## src/rtl/d_fifo_drain.sv

```systemverilog
// d_fifo_drain: round-robin drain of destination FIFOs D0/D1 into one tagged valid/ready stream
// Ports: clk/reset (async, active-high); enable gates new pops; empty_D*/data_out_D*/D*_pop
// form the FIFO read side (data valid the cycle after a pop); out_valid/out_ready/out_data/out_dest
// form the output stream; cnt_D* are saturating delivered counts, cleared by clear_counts; idle = FSM in IDLE.
module d_fifo_drain #(
    parameter int data_width = 6,
    parameter int cnt_width  = 5
) (
    input  logic                  clk,
    input  logic                  reset,
    input  logic                  enable,
    input  logic                  empty_D0,
    input  logic                  empty_D1,
    input  logic [data_width-1:0] data_out_D0,
    input  logic [data_width-1:0] data_out_D1,
    output logic                  D0_pop,
    output logic                  D1_pop,
    input  logic                  out_ready,
    output logic                  out_valid,
    output logic [data_width-1:0] out_data,
    output logic                  out_dest,
    output logic [cnt_width-1:0]  cnt_D0,
    output logic [cnt_width-1:0]  cnt_D1,
    input  logic                  clear_counts,
    output logic                  idle
);
    typedef enum logic [1:0] {IDLE, POP, WAIT, HOLD} state_t;
    state_t state, state_n;
    logic sel, last, arb, hs, start;
    always_comb begin
        // both ready: take the one not served last; otherwise the only non-empty one
        arb     = (!empty_D0 && !empty_D1) ? ~last : empty_D0;
        hs      = out_valid && out_ready;
        start   = enable && (!empty_D0 || !empty_D1) && (state == IDLE || (state == HOLD && hs));
        state_n = state;
        case (state)
            IDLE:    state_n = start ? POP : IDLE;
            POP:     state_n = WAIT;
            WAIT:    state_n = HOLD;
            HOLD:    state_n = start ? POP : (hs ? IDLE : HOLD);
            default: state_n = IDLE;
        endcase
    end
    always_ff @(posedge clk or posedge reset) begin
        if (reset) begin
            state     <= IDLE;
            sel       <= 1'b0;
            last      <= 1'b1;
            D0_pop    <= 1'b0;
            D1_pop    <= 1'b0;
            out_valid <= 1'b0;
            out_data  <= '0;
            out_dest  <= 1'b0;
            cnt_D0    <= '0;
            cnt_D1    <= '0;
        end else begin
            state  <= state_n;
            D0_pop <= start && !arb;
            D1_pop <= start && arb;
            if (start)
                sel <= arb;
            if (state == WAIT) begin
                out_data  <= sel ? data_out_D1 : data_out_D0;
                out_dest  <= sel;
                out_valid <= 1'b1;
                last      <= sel;
            end else if (hs) begin
                out_valid <= 1'b0;
            end
            if (clear_counts) begin
                cnt_D0 <= '0;
                cnt_D1 <= '0;
            end else if (hs) begin
                if (!out_dest && cnt_D0 != '1)
                    cnt_D0 <= cnt_D0 + 1'b1;
                if (out_dest && cnt_D1 != '1)
                    cnt_D1 <= cnt_D1 + 1'b1;
            end
        end
    end
    assign idle = (state == IDLE);
endmodule

```

## config.mk

```make
export PLATFORM = sky130hd
export DESIGN_NAME = d_fifo_drain
export DESIGN_NICKNAME = d
export VERILOG_FILES = /design/src/rtl/d_fifo_drain.sv
export SDC_FILE = /design/constraint.sdc
export NUM_CORES = 1
export LEC_CHECK = 0
export BUFFER_PORTS_ARGS = -buffer_cell sky130_fd_sc_hd__buf_2
export CAP_MARGIN = 20
export CORE_MARGIN = 2
export CORE_UTILIZATION = 40
export CTS_CLUSTER_DIAMETER = 40
export DETAILED_ROUTE_END_ITERATION = 12
export HOLD_SLACK_MARGIN = 0.06
export PLACE_DENSITY_LB_ADDON = 0.25
export SYNTH_ARGS = -nofsm -noshare
export SYNTH_HDL_FRONTEND = slang
export SYNTH_SLANG_ARGS = --single-unit
```

## constraint.sdc

```tcl
create_clock -name clk -period 1.7 [get_ports clk]
set_input_delay 0.34 -clock clk [delete_from_list [all_inputs] [get_ports clk]]
set_output_delay 0.34 -clock clk [all_outputs]
set_load 0.1 [all_outputs]
```

==> summary by stage, run 1 <==
Status
The flow ran to the end, but the final reports show violations. The final reports fail on setup timing.

Logic synthesis
The synthesized flop and latch total is 24. Each instance of the synthesized netlist takes up on average 10.4 um2. The cell count after synthesis is 106. During synthesis, Yosys emitted a total of 0 warnings. By count the netlist is led by dfrtp_1, nand2_1, o21ai_0. Counting distinct cell types in the post-synthesis netlist gives 25. Of all flip-flops after synthesis, the portion carrying an async set or reset was 1.00. The total nets after synthesis is 129.

Among all flip-flop cells after synthesis, the most frequent one is dfrtp_1. Summing every instance area after synthesis gives 0.00110 mm2. The library cell with the largest summed area after synthesis is dfrtp_1. In the post-synthesis netlist, the cell with the most instances is dfrtp_1. In the post-synthesis netlist, the biggest area contributors are dfrtp_1, mux2i_1, o21ai_0. The share of synthesized area in the top cell type comes to 0.521. The sequential cell area fraction in the yosys report is 0.545. Yosys mapped a number of flops with a built-in enable equal to 0.

Worst setup path
Walking the worst path, the cells encountered are ha_4 -> and3_4 -> ha_4 -> nand4bb_4 -> or3_1 -> a21oi_2. The required time reported for the critical path endpoint is 1950 ps. The worst setup path is launched from a register.

The critical path's largest stage delay is 520 ps. The library cell appearing most often on the critical path is ha_4. Together, buffers and inverters on the worst path number 0. The critical path is of the register to register type. Among all stages on the critical path, the largest delay is contributed by dfrtp_4.

The top fanout value on the critical path is 3. The category of cells accounting for the largest share of critical-path delay is simple AND/OR/NAND/NOR gates. The data arrival time of the worst path is 1950 ps.

The worst setup path is captured at a register.

Power and ir drop
The overall power is 2.39 mW. The maximum vdd ir drop is 1.82 mV. The power per cell area is 1550 mW/mm2. The leakage dissipation is 0.767 nW.

STA
Setup repair after global routing could not meet its margin everywhere. The minimum clock period is 1700 ps. The transition time at the pin with the least slew margin is 493 ps. The share of the clock period used by the worst path after layout is 1.00. The worst-case setup margin in the final layout is -4.41 ps.

The final count of negative-setup-slack endpoints is 1. The final count of hold timing violations is 0. The headroom to the max-slew limit is 0.673. The max-slew violation count came to 0. For this run, the top clock speed supported by timing is 0.587 GHz. The final clock skew is 9.89 ps.

Global route
For this run, the total global-route usage over all layers was measured as 0.162. The number of global-route vias before repair is 930. The number of antenna violations at the first check in global routing is 0. The sum of overflow across all layers after global routing is 0. Entering global routing, the biggest net connects 25 pins. The global-route wire length before repair is 4.18 mm.

Floorplan
The y dimension of the die is 56.6 um. The area of the die is 0.00320 mm2. The area of the placeable core is 0.00269 mm2. The effective utilization at floorplan is 0.411. The number of ports placed on the die boundary is 40. The floorplan has 19 rows. The die is 56.6 um wide.

Drt
Detailed routing inserted a total of 929 vias. The number of search-and-repair iterations in the first detailed-routing pass is 4. Once detail routing completed, the nets flagged for antenna violations numbered 0. For this block, the initial DRC count from the detailed router was 16. In the final routed layout, each cell accounts on average for 12.6 um.

The number of remaining DRC errors is 0. Dividing the detail-routed via count by the number of cells gives 5.02. The final routed wirelength across all metal layers is 2.33 mm.

Placed design
In this run the tool buffered the top-level ports with 39 buffer cells. The post-placement cell area is 0.00148 mm2. Prior to clock tree synthesis, the placed netlist has a worst setup slack of -19.2 ps.

Detailed placement ended at an HPWL of 1.77 mm. Routability-driven placement finished with a final weighted congestion of 0.779.

Clock network
The total clock sinks is 24. The total number of H-tree levels is 1. The clock root buffer is clkbuf_4. The later pin in the worst-skew pair is clocked with a latency of 310 ps. The clock-pin slew of the registers on the worst-case setup and hold paths is 140 ps. The TritonCTS clock tree is yes. TritonCTS created 3 clock buffers. The clock passes through at most 2 buffers.

Finish
Compared with the post-synthesis result, the final layout area differs by 39.6%. In the final layout, the share of cells above drive strength 1 is 0.468. The final design instance area without fill is 0.00154 mm2.

The number of diodes is 0. After the last flow step, the layout net total stands at 178. The filler cells instantiated in the layout total 242.

Worst hold path
The worst min-delay path class is input pin to register.

Job
Across the run, the number of max-cap violations was 0.
==> flip-flops by register name (all words and copies together), names as in the netlist <==
signal	count
cnt_D0	5
last	1
D0_pop	1
sel	1
out_dest	1
D1_pop	1
out_valid	1
out_data	6
cnt_D1	5
state	2
==> path summary, 6_finish.rpt <==
kind | startpoint | to | slack (ps) | cells past startpoint
setup / recovery | cnt_D0[1] | cnt_D0[3] | -4 | 6
hold / removal | clear_counts | cnt_D0[3] | 290 | 2
setup reg to reg | cnt_D0[1] | cnt_D0[3] | -4 | 6
hold reg to reg | last | last | 480 | 2
max in group asynchronous | reset | last | 820 | 4
min in group asynchronous | reset | cnt_D1[4] | 600 | 4
==> repair_timing <==
action / 4_1_cts / 5_1_grt
hold buffers: 1 / 0
pin swaps: 6 / 0
buffers inserted: 1 / 0
gates resized for setup: 0 / 4
endpoints found under the setup margin: 4 / 6
hold endpoints to repair: 23 / 0
==> logic make-up after synthesis <==
kind of cell	count (synthesis)	synth area share
AND/OR/NAND/NOR	38	0.183
AO/OA/AOI/OAI	21	0.101
adder cells (fa/ha/maj)	4	0.0453
multiplexers	9	0.0827
flip-flops	24	0.545
buffers and inverters	8	0.0272
XOR/XNOR	2	0.0159
==> power breakdown <==
group	internal [mW]	switching [mW]	total, mW	leakage (nW)
Combinational	0.256	0.963	1.22	0.456
Sequential	0.726	0.150	0.876	0.289
Clock	0.131	0.168	0.299	0.0210
Total	1.11	1.28	2.39	0.767
==> worst register-to-register path, stage by stage, from the launching register on <==
cell and delay [ps]:
dfrtp_4 520, ha_4 170, and3_4 180, ha_4 150, nand4bb_4 190, or3_1 330
a21oi_2 120
==> layout by cell type (no fill, tap or decap), types with 2 or more instances in the layout <==
master,count
nand2b_1,2
dfrtp_4,4
inv_1,5
dfrtp_1,13
o21ai_1,2
o21ai_0,10
dfrtp_2,6
nand3_1,3
clkbuf_4,4
or3_1,4
a21oi_1,6
nor2_1,5
buf_4,7
ha_4,4
buf_2,38
nand2_1,15
mux2i_1,8
and3_4,2
==> layout make-up <==
type / count / area [um2] / area share
clock buffer: 4 / 36.3 / 0.0235
sequential: 24 / 624 / 0.405
tap: 31 / 38.8 / 0.0251
multi-input combinational: 74 / 564 / 0.366
timing repair buffer: 47 / 260 / 0.169
inverter: 5 / 18.8 / 0.0122
==> layer usage <==
metal  GRT usage  routed length [um]  vias up
met2       0.261                1110       22
met1       0.230                1090      441
met4      0.0408                  12        0
li1            -                   -      464
met5           0                   0        -
met3      0.0230                 114        2
==> per-stage QoR <==
step           cells   util  hold WS (ps)  setup TNS, ps
2_1_floorplan    106      -           354           -911
3_3_place_gp     179  0.552           398              0
3_5_place_dp     179  0.552           408          -19.2
4_1_cts          185  0.572           305         -0.719
5_1_grt          185  0.574           307           -202
6_report         185  0.574           293          -4.41
No activity file was read; power rests on OpenSTA's default activity.
==> inputs of run 2 (changes only) <==
- ABC_AREA: unset -> 1
==> summary by stage, run 2 <==
Status
The run finished with clean final reports.

Worst setup path
Data on the critical path is required at its endpoint by 1950 ps. The launching element type of the critical path is a register. STA classifies the critical path endpoint as a register. In this run the worst path has a maximum fanout of 6. The data arrival time of the worst path is 1850 ps. The type of the worst setup path is register to register.

Logic synthesis
The library cell with the largest summed area after synthesis is dfrtp_1. The post-synthesis share of cell area spent on xor and xnor gates is 0. The share of synthesized cell area in and, or, nand and nor gates is 0.276. The cell count after synthesis came out at 142. The most used standard cell by instance count after synthesis is nand2_1.

The multiplexer share of the synthesized area is 0. The sequential cell area fraction in the yosys report is 0.506. The synthesized design contains 0 enable-type register cells. The share of flip-flops with an asynchronous set or reset after synthesis is 1.00. Sorting the synthesized cells by how often they occur yields nand2_1, dfrtp_1, inv_1.

By area, the combinational part of the netlist is dominated by simple AND/OR/NAND/NOR gates. After synthesis, the cell types taking the most area are dfrtp_1, nand2_1, o21ai_1. The leading register cell type out of synthesis is dfrtp_1. The synthesized design contains 24 register bits. The cell area after synthesis is 0.00119 mm2. Of the total synthesized cell area, the portion taken by full adders, half adders and majority gates is 0.0421. The post-synthesis compound-gate area fraction is 0.112. Synthesis instantiated 20 different standard cells from the library. The count of synthesis-stage warnings from yosys is 0. A synthesized cell averages 8.37 um2. The share of synthesized area in the top cell type comes to 0.484. Counting every net in the synthesized netlist gives 165.

Finish
Counting the fill cells in the layout gives 269. The area used by multi-input combinational logic is 543 um2. The register with the most flip-flops in the layout has 6 of them.

Compared with the post-synthesis result, the final layout area differs by 28.3%. The number of nets in the final layout is 210. The fraction of layout cells with a size suffix above 1 is 0.398. The total area of sequential cells is 623 um2.

The commonest non-fill, non-tap cell in the layout is nand2_1. The register with the most flip-flops in the final layout is out_data. In the layout the commonest cells are nand2_1, buf_2, inv_1, dfrtp_1, nor2_1. The number of diodes is 0. The largest registers in the layout are out_data (6), cnt_D0 (5), cnt_D1 (5).

Power and ir drop
The power per cell area is 1760 mW/mm2. For this design the static power due to leakage is 0.784 nW. IR analysis of the VDD net gives a maximum drop of 1.29 mV.

Drt
The detailed router finished its first iteration with 35 violations. The via count is 1034. In the final routed layout, each cell accounts on average for 11.4 um. In this run the remaining antenna-violating nets after routing total 0. For this run, the detailed router's first-pass iteration total came to 4. The via count normalized by instance count is 4.76. The final routed wirelength across all metal layers is 2.46 mm. For this run, design rule violations remaining after detail routing come to 0.

Clock network
Counting the buffers created by CTS gives 3. The post-cts resize count is 0. The number of buffers on the longest clock path is 2. The clock net in this run drives a total of 24 sinks. Clock latency on the worst-skew pair, taken at its later pin, is 310 ps. Once the clock tree was built, the setup fixing pass inserted 0 buffers.

The total of hold buffers inserted after clock tree synthesis is 0. The tree is rooted in a clkbuf_4. After clock tree synthesis, the clock-pin slew on the worst setup and hold paths is 130 ps. In this run the number of H-tree levels came out at 1.

TritonCTS built the clock tree.

Global route
After global routing, the most crowded layer is met2. The maximum number of pins on one net before global-route repair is 16. The met2 usage is 0.289. For met3 alone, demand over resource in global routing was 0.0264. The sum of overflow across all layers after global routing is 0. The number of antenna violations at the first check in global routing is 0. The first global-routing pass estimated 4.37 mm of wire. The global router's overall resource usage is 0.164.

The met1 usage is 0.203. The number of global-route vias before repair was 1025.

STA
Hold is met by 52.1 ps. Setup total negative slack on the finished layout was measured at 0 ps. The final clock skew is 5.97 ps.

The final count of hold timing violations is 0. The share of the clock period used by the worst path after layout is 0.940. At the pin with the least slew margin, the transition time is 557 ps. The max-slew violation count came to 0.

Setup violations remaining at the end of the flow were counted as 0. Counting I/O delays and the setup requirement, the final critical path takes 1600 ps. For this run, the top clock speed supported by timing is 0.626 GHz.

Setup repair after global routing could not meet its margin everywhere. The headroom to the max-slew limit is 0.628.

Floorplan
The region available for standard cell placement spans 0.00278 mm2. During I/O placement, the number of pins put on the boundary was 40. The number of placement rows is 19. The y dimension of the die is 58.5 um. The die is 58.5 um wide. The area of the die is 0.00342 mm2. The effective utilization at floorplan is 0.427.

Placed design
The count of input and output buffers is 39. The congestion estimate from routability-driven global placement came to 0.820. Detailed placement finished with a half-perimeter wire length of 1.96 mm.

Worst hold path
The worst hold path belongs to the class input pin to async pin.

Job
The max-cap violation count is 0.
==> run 2: cell count changes after synthesis, moves of 3 or more <==
cell | previous run | this run
inv_1 | 5 | 16
nand3_1 | 3 | 7
nand2_1 | 15 | 40
or3_1 | 4 | 0
mux2i_1 | 8 | 0
o21ai_0 | 12 | 4
inv_2 | 0 | 3
o21ai_1 | 0 | 13
and3_1 | 3 | 0
nor2_1 | 6 | 15
nor2_4 | 0 | 3
a21oi_1 | 7 | 4
==> run 2: per-layer routing <==
| layer | wire, um | share of wire | up-vias |
|---|---|---|---|
| li1 | - | - | 539 |
| met1 | 1060 | 0.43 | 472 |
| met2 | 1280 | 0.52 | 21 |
| met3 | 104 | 0.042 | 2 |
| met4 | 19 | 0.0077 | 0 |
| met5 | 0 | 0 | - |
==> run 2: path summary, 6_finish.rpt <==
| kind | start | to | slack, ps | depth (start not counted) |
|---|---|---|---|---|
| setup reg to reg | cnt_D0[1] | cnt_D0[2] | 100 | 11 |
| min in group clk | clear_counts | cnt_D0[3] | 240 | 2 |
| max in group asynchronous | reset | state[0] | 1130 | 3 |
| hold reg to reg | last | last | 480 | 2 |
| hold / removal | reset | out_dest | 50 | 2 |
| setup / recovery | cnt_D0[1] | cnt_D0[2] | 100 | 11 |
==> run 2: cell type report <==
class,count,area share
multi-input cells,98,0.356
flip-flops and latches,24,0.409
inverters,19,0.0468
clock buffers,4,0.0238
repair buffers,41,0.139
well taps,31,0.0254
==> run 2: cell families after synthesis <==
logic type | after synthesis
AOI/OAI and AO/OA | 23
adders and majority gates | 4
buffers and inverters | 20
DFF | 24
and+or+nand+nor | 71
==> run 2: power by group <==
group,total [mW],switching [mW],internal (mW)
Combinational,1.50,1.23,0.270
Sequential,0.889,0.149,0.740
Clock,0.298,0.167,0.131
Total,2.69,1.55,1.14
==> run 2: critical path, stage by stage (launching register included) <==
cell and delay, ps:
dfrtp_4 530, ha_4 170, nand2_1 60, nor2_1 40, ha_2 170, inv_1 60, nand2_2 60, nor2_4 170
nand2_1 80, nand2_1 60, inv_1 40, nor2_2 90
==> run 2: through the flow <==
| stage | cells | total power, mW | setup WS [ps] | area [um2] | utilization |
|---|---|---|---|---|---|
| 4_1_cts | 217 | 2.70 | 6.16 | 1510 | 0.542 |
| 6_report | 217 | 2.69 | 102 | 1530 | 0.548 |
| 2_1_floorplan | 142 | 2.14 | 2.99 | 1230 | - |
| 5_1_grt | 217 | 2.86 | -14.8 | 1530 | 0.548 |
| 3_3_place_gp | 213 | 2.37 | 170 | 1470 | 0.529 |
| 3_5_place_dp | 213 | 2.40 | 111 | 1470 | 0.529 |
==> inputs of run 3 (changes only) <==
- CTS_CLUSTER_SIZE: unset -> 30
- PLACE_DENSITY: unset -> 0.68
- PLACE_DENSITY_LB_ADDON: 0.25 -> unset
==> summary by stage, run 3 (synthesis gave the netlist of run 2 again) <==
Clock network
The total number of H-tree levels is 1. The longest clock path from root to sink contains 2 buffers. The total of hold buffers inserted after clock tree synthesis is 0. The worst-skew pair later-pin latency is 310 ps. The total clock sinks is 24. TritonCTS built the clock tree. The clock-pin slew of the registers on the worst-case setup and hold paths is 130 ps. The number of buffers created by CTS is 3. The cell sitting at the root of the clock tree is a clkbuf_4.

STA
The aggregate negative setup slack is 0 ps. Setup violations remaining at the end of the flow were counted as 0. Across all setup checks in the final design, the least slack found is 70.4 ps. The final count of hold timing violations came to 0. The max-slew violation count is 0. The transition time at the pin with the least slew margin is 575 ps. On the final layout, the worst hold slack is 59.1 ps. Measured against its own limit, the worst slew margin works out to 0.617. After layout, the minimum clock period comes to 1630 ps. The highest clock rate is 0.614 GHz. Setup repair after global routing left no endpoint under its margin. The final clock skew is 4.00 ps.

Dividing the final minimum period by the clock period gives 0.959.

Placed design
The pre-CTS setup slack is 114 ps. Detailed placement ended at an HPWL of 1.93 mm. The congestion estimate from routability-driven global placement came to 0.795. The count of buffers added on input and output ports is 39.

Worst setup path
The worst setup path is captured at a primary output. The top fanout value on the critical path is 3. STA puts the critical path data required time at 1360 ps. The type of the worst setup path is register to primary output.

The launch instance of the worst register-to-register path is cnt_D1[0]. The worst setup path endpoint is cnt_D0[1]. The launching element type of the critical path is a register. The endpoint of the lowest-slack register-to-register path is cnt_D1[2].

Setup slack on the worst reg-to-reg path comes out at 140 ps. Counting cells, the worst reg-to-reg path comes to 10. Tracing the worst setup path back leads to its startpoint at cnt_D0[1]. STA puts the critical path data arrival time at 1290 ps.

Finish
The number of nets in the final layout is 213. In the final layout, the share of cells above drive strength 1 is 0.413. Leaving out fill and tap cells, the most frequent cells in the layout are nand2_1, buf_2, inv_1, dfrtp_1, nor2_1. The largest registers in the layout are out_data (6), cnt_D0 (5), cnt_D1 (5). The area growth from synthesis to final layout is 30.4%. Counting flops per register, the top entry is out_data. The number of flip-flops under the largest register name is 6. The number of diodes is 0.

Drt
The number of DRC markers after the initial detailed-route iteration is 29. Before antenna repair, the detailed router went through 4 iterations. The final layout contains routed wiring with a total length of 2.47 mm. The detailed router placed 1072 vias in this run.

The via count normalized by instance count is 4.87. The number of remaining DRC errors is 0. The number of nets with antenna violations after detailed routing is 0. The detailed-route wire length per cell is 11.2 um.

Global route
The number of antenna violations at the first check in global routing is 0. The met1 usage is 0.197. The global router's overall resource usage is 0.168.

For this run, global-route usage on met3 was measured as 0.0352. The sum of overflow across all layers after global routing is 0. The met2 usage is 0.284. After global routing, the most crowded layer is met2.

The number of global-route vias before repair came to 1048. Entering global routing, the biggest net connects 17 pins. The global-route wire length before repair is 4.40 mm.

Floorplan
The number of placement rows is 19. The die is 58.5 um wide. The y dimension of the die is 58.5 um. For this design the top-level I/O count stands at 40. The effective utilization at floorplan is 0.427.

The area of the placeable core is 0.00278 mm2. The area of the die is 0.00342 mm2.

Job
The tool flagged a number of max-cap violations equal to 0.

Power and ir drop
Across the VDD grid, the largest voltage drop is 1.44 mV. In this run the static leakage power is 0.801 nW. The power per cell area is 1740 mW/mm2. The overall power is 2.70 mW.

Status
The flow ran to the end, and the final reports show no timing, DRC or antenna violations.

Worst hold path
The worst min-delay path class is input pin to async pin.
[run 3: cell types whose count changed in the layout (fill, tap and decap cells not counted), sizes merged]
| cell | delta |
|---|---|
| buf | +3 |
[run 3: timing repair]
item / CTS / global route
endpoints found under the setup margin: 0 / 4
setup buffers: 0 / 3
gates resized for setup: 0 / 5
[run 3: cell type report]
type | count | area (um2)
timing repair buffer | 44 | 235
inverter | 19 | 71.3
sequential | 24 | 623
tap | 31 | 38.8
multi-input combinational | 98 | 546
fill | 275 | 1230
clock buffer | 4 | 36.3
[run 3: stage by stage]
step / util / area [um2] / std cells
after global routing: 0.557 / 1550 / 220
after global placement: 0.529 / 1470 / 213
after detailed placement: 0.529 / 1470 / 213
after CTS: 0.542 / 1510 / 217
final: 0.557 / 1550 / 220
after floorplan: - / 1230 / 142
[run 3: power by group]
group | total, mW | leakage [nW] | switching (mW) | internal, mW
Clock | 0.297 | 0.0210 | 0.166 | 0.131
Sequential | 0.887 | 0.293 | 0.147 | 0.740
Combinational | 1.51 | 0.487 | 1.23 | 0.279
Total | 2.70 | 0.801 | 1.55 | 1.15
[run 3: worst min-delay path by stage]
stage                     start   endpoint  cells after the start
final                     reset  cnt_D1[1]                      2
after global routing      reset  cnt_D1[1]                      2
after CTS                 reset  cnt_D1[1]                      2
after floorplan           reset     D0_pop                      1
after detailed placement  reset  cnt_D1[1]                      2
after global placement    reset  cnt_D1[1]                      2
[run 3: metal layers]
| metal | share of wire | vias to the layer above |
|---|---|---|
| li1 | - | 542 |
| met3 | 0.062 | 5 |
| met5 | 0 | - |
| met2 | 0.46 | 33 |
| met4 | 0.018 | 0 |
| met1 | 0.46 | 492 |
[run 3: worst max-delay path: stages (launching register included)]
cell and delay (ps):
dfrtp_4 450, buf_4 120, buf_2 420
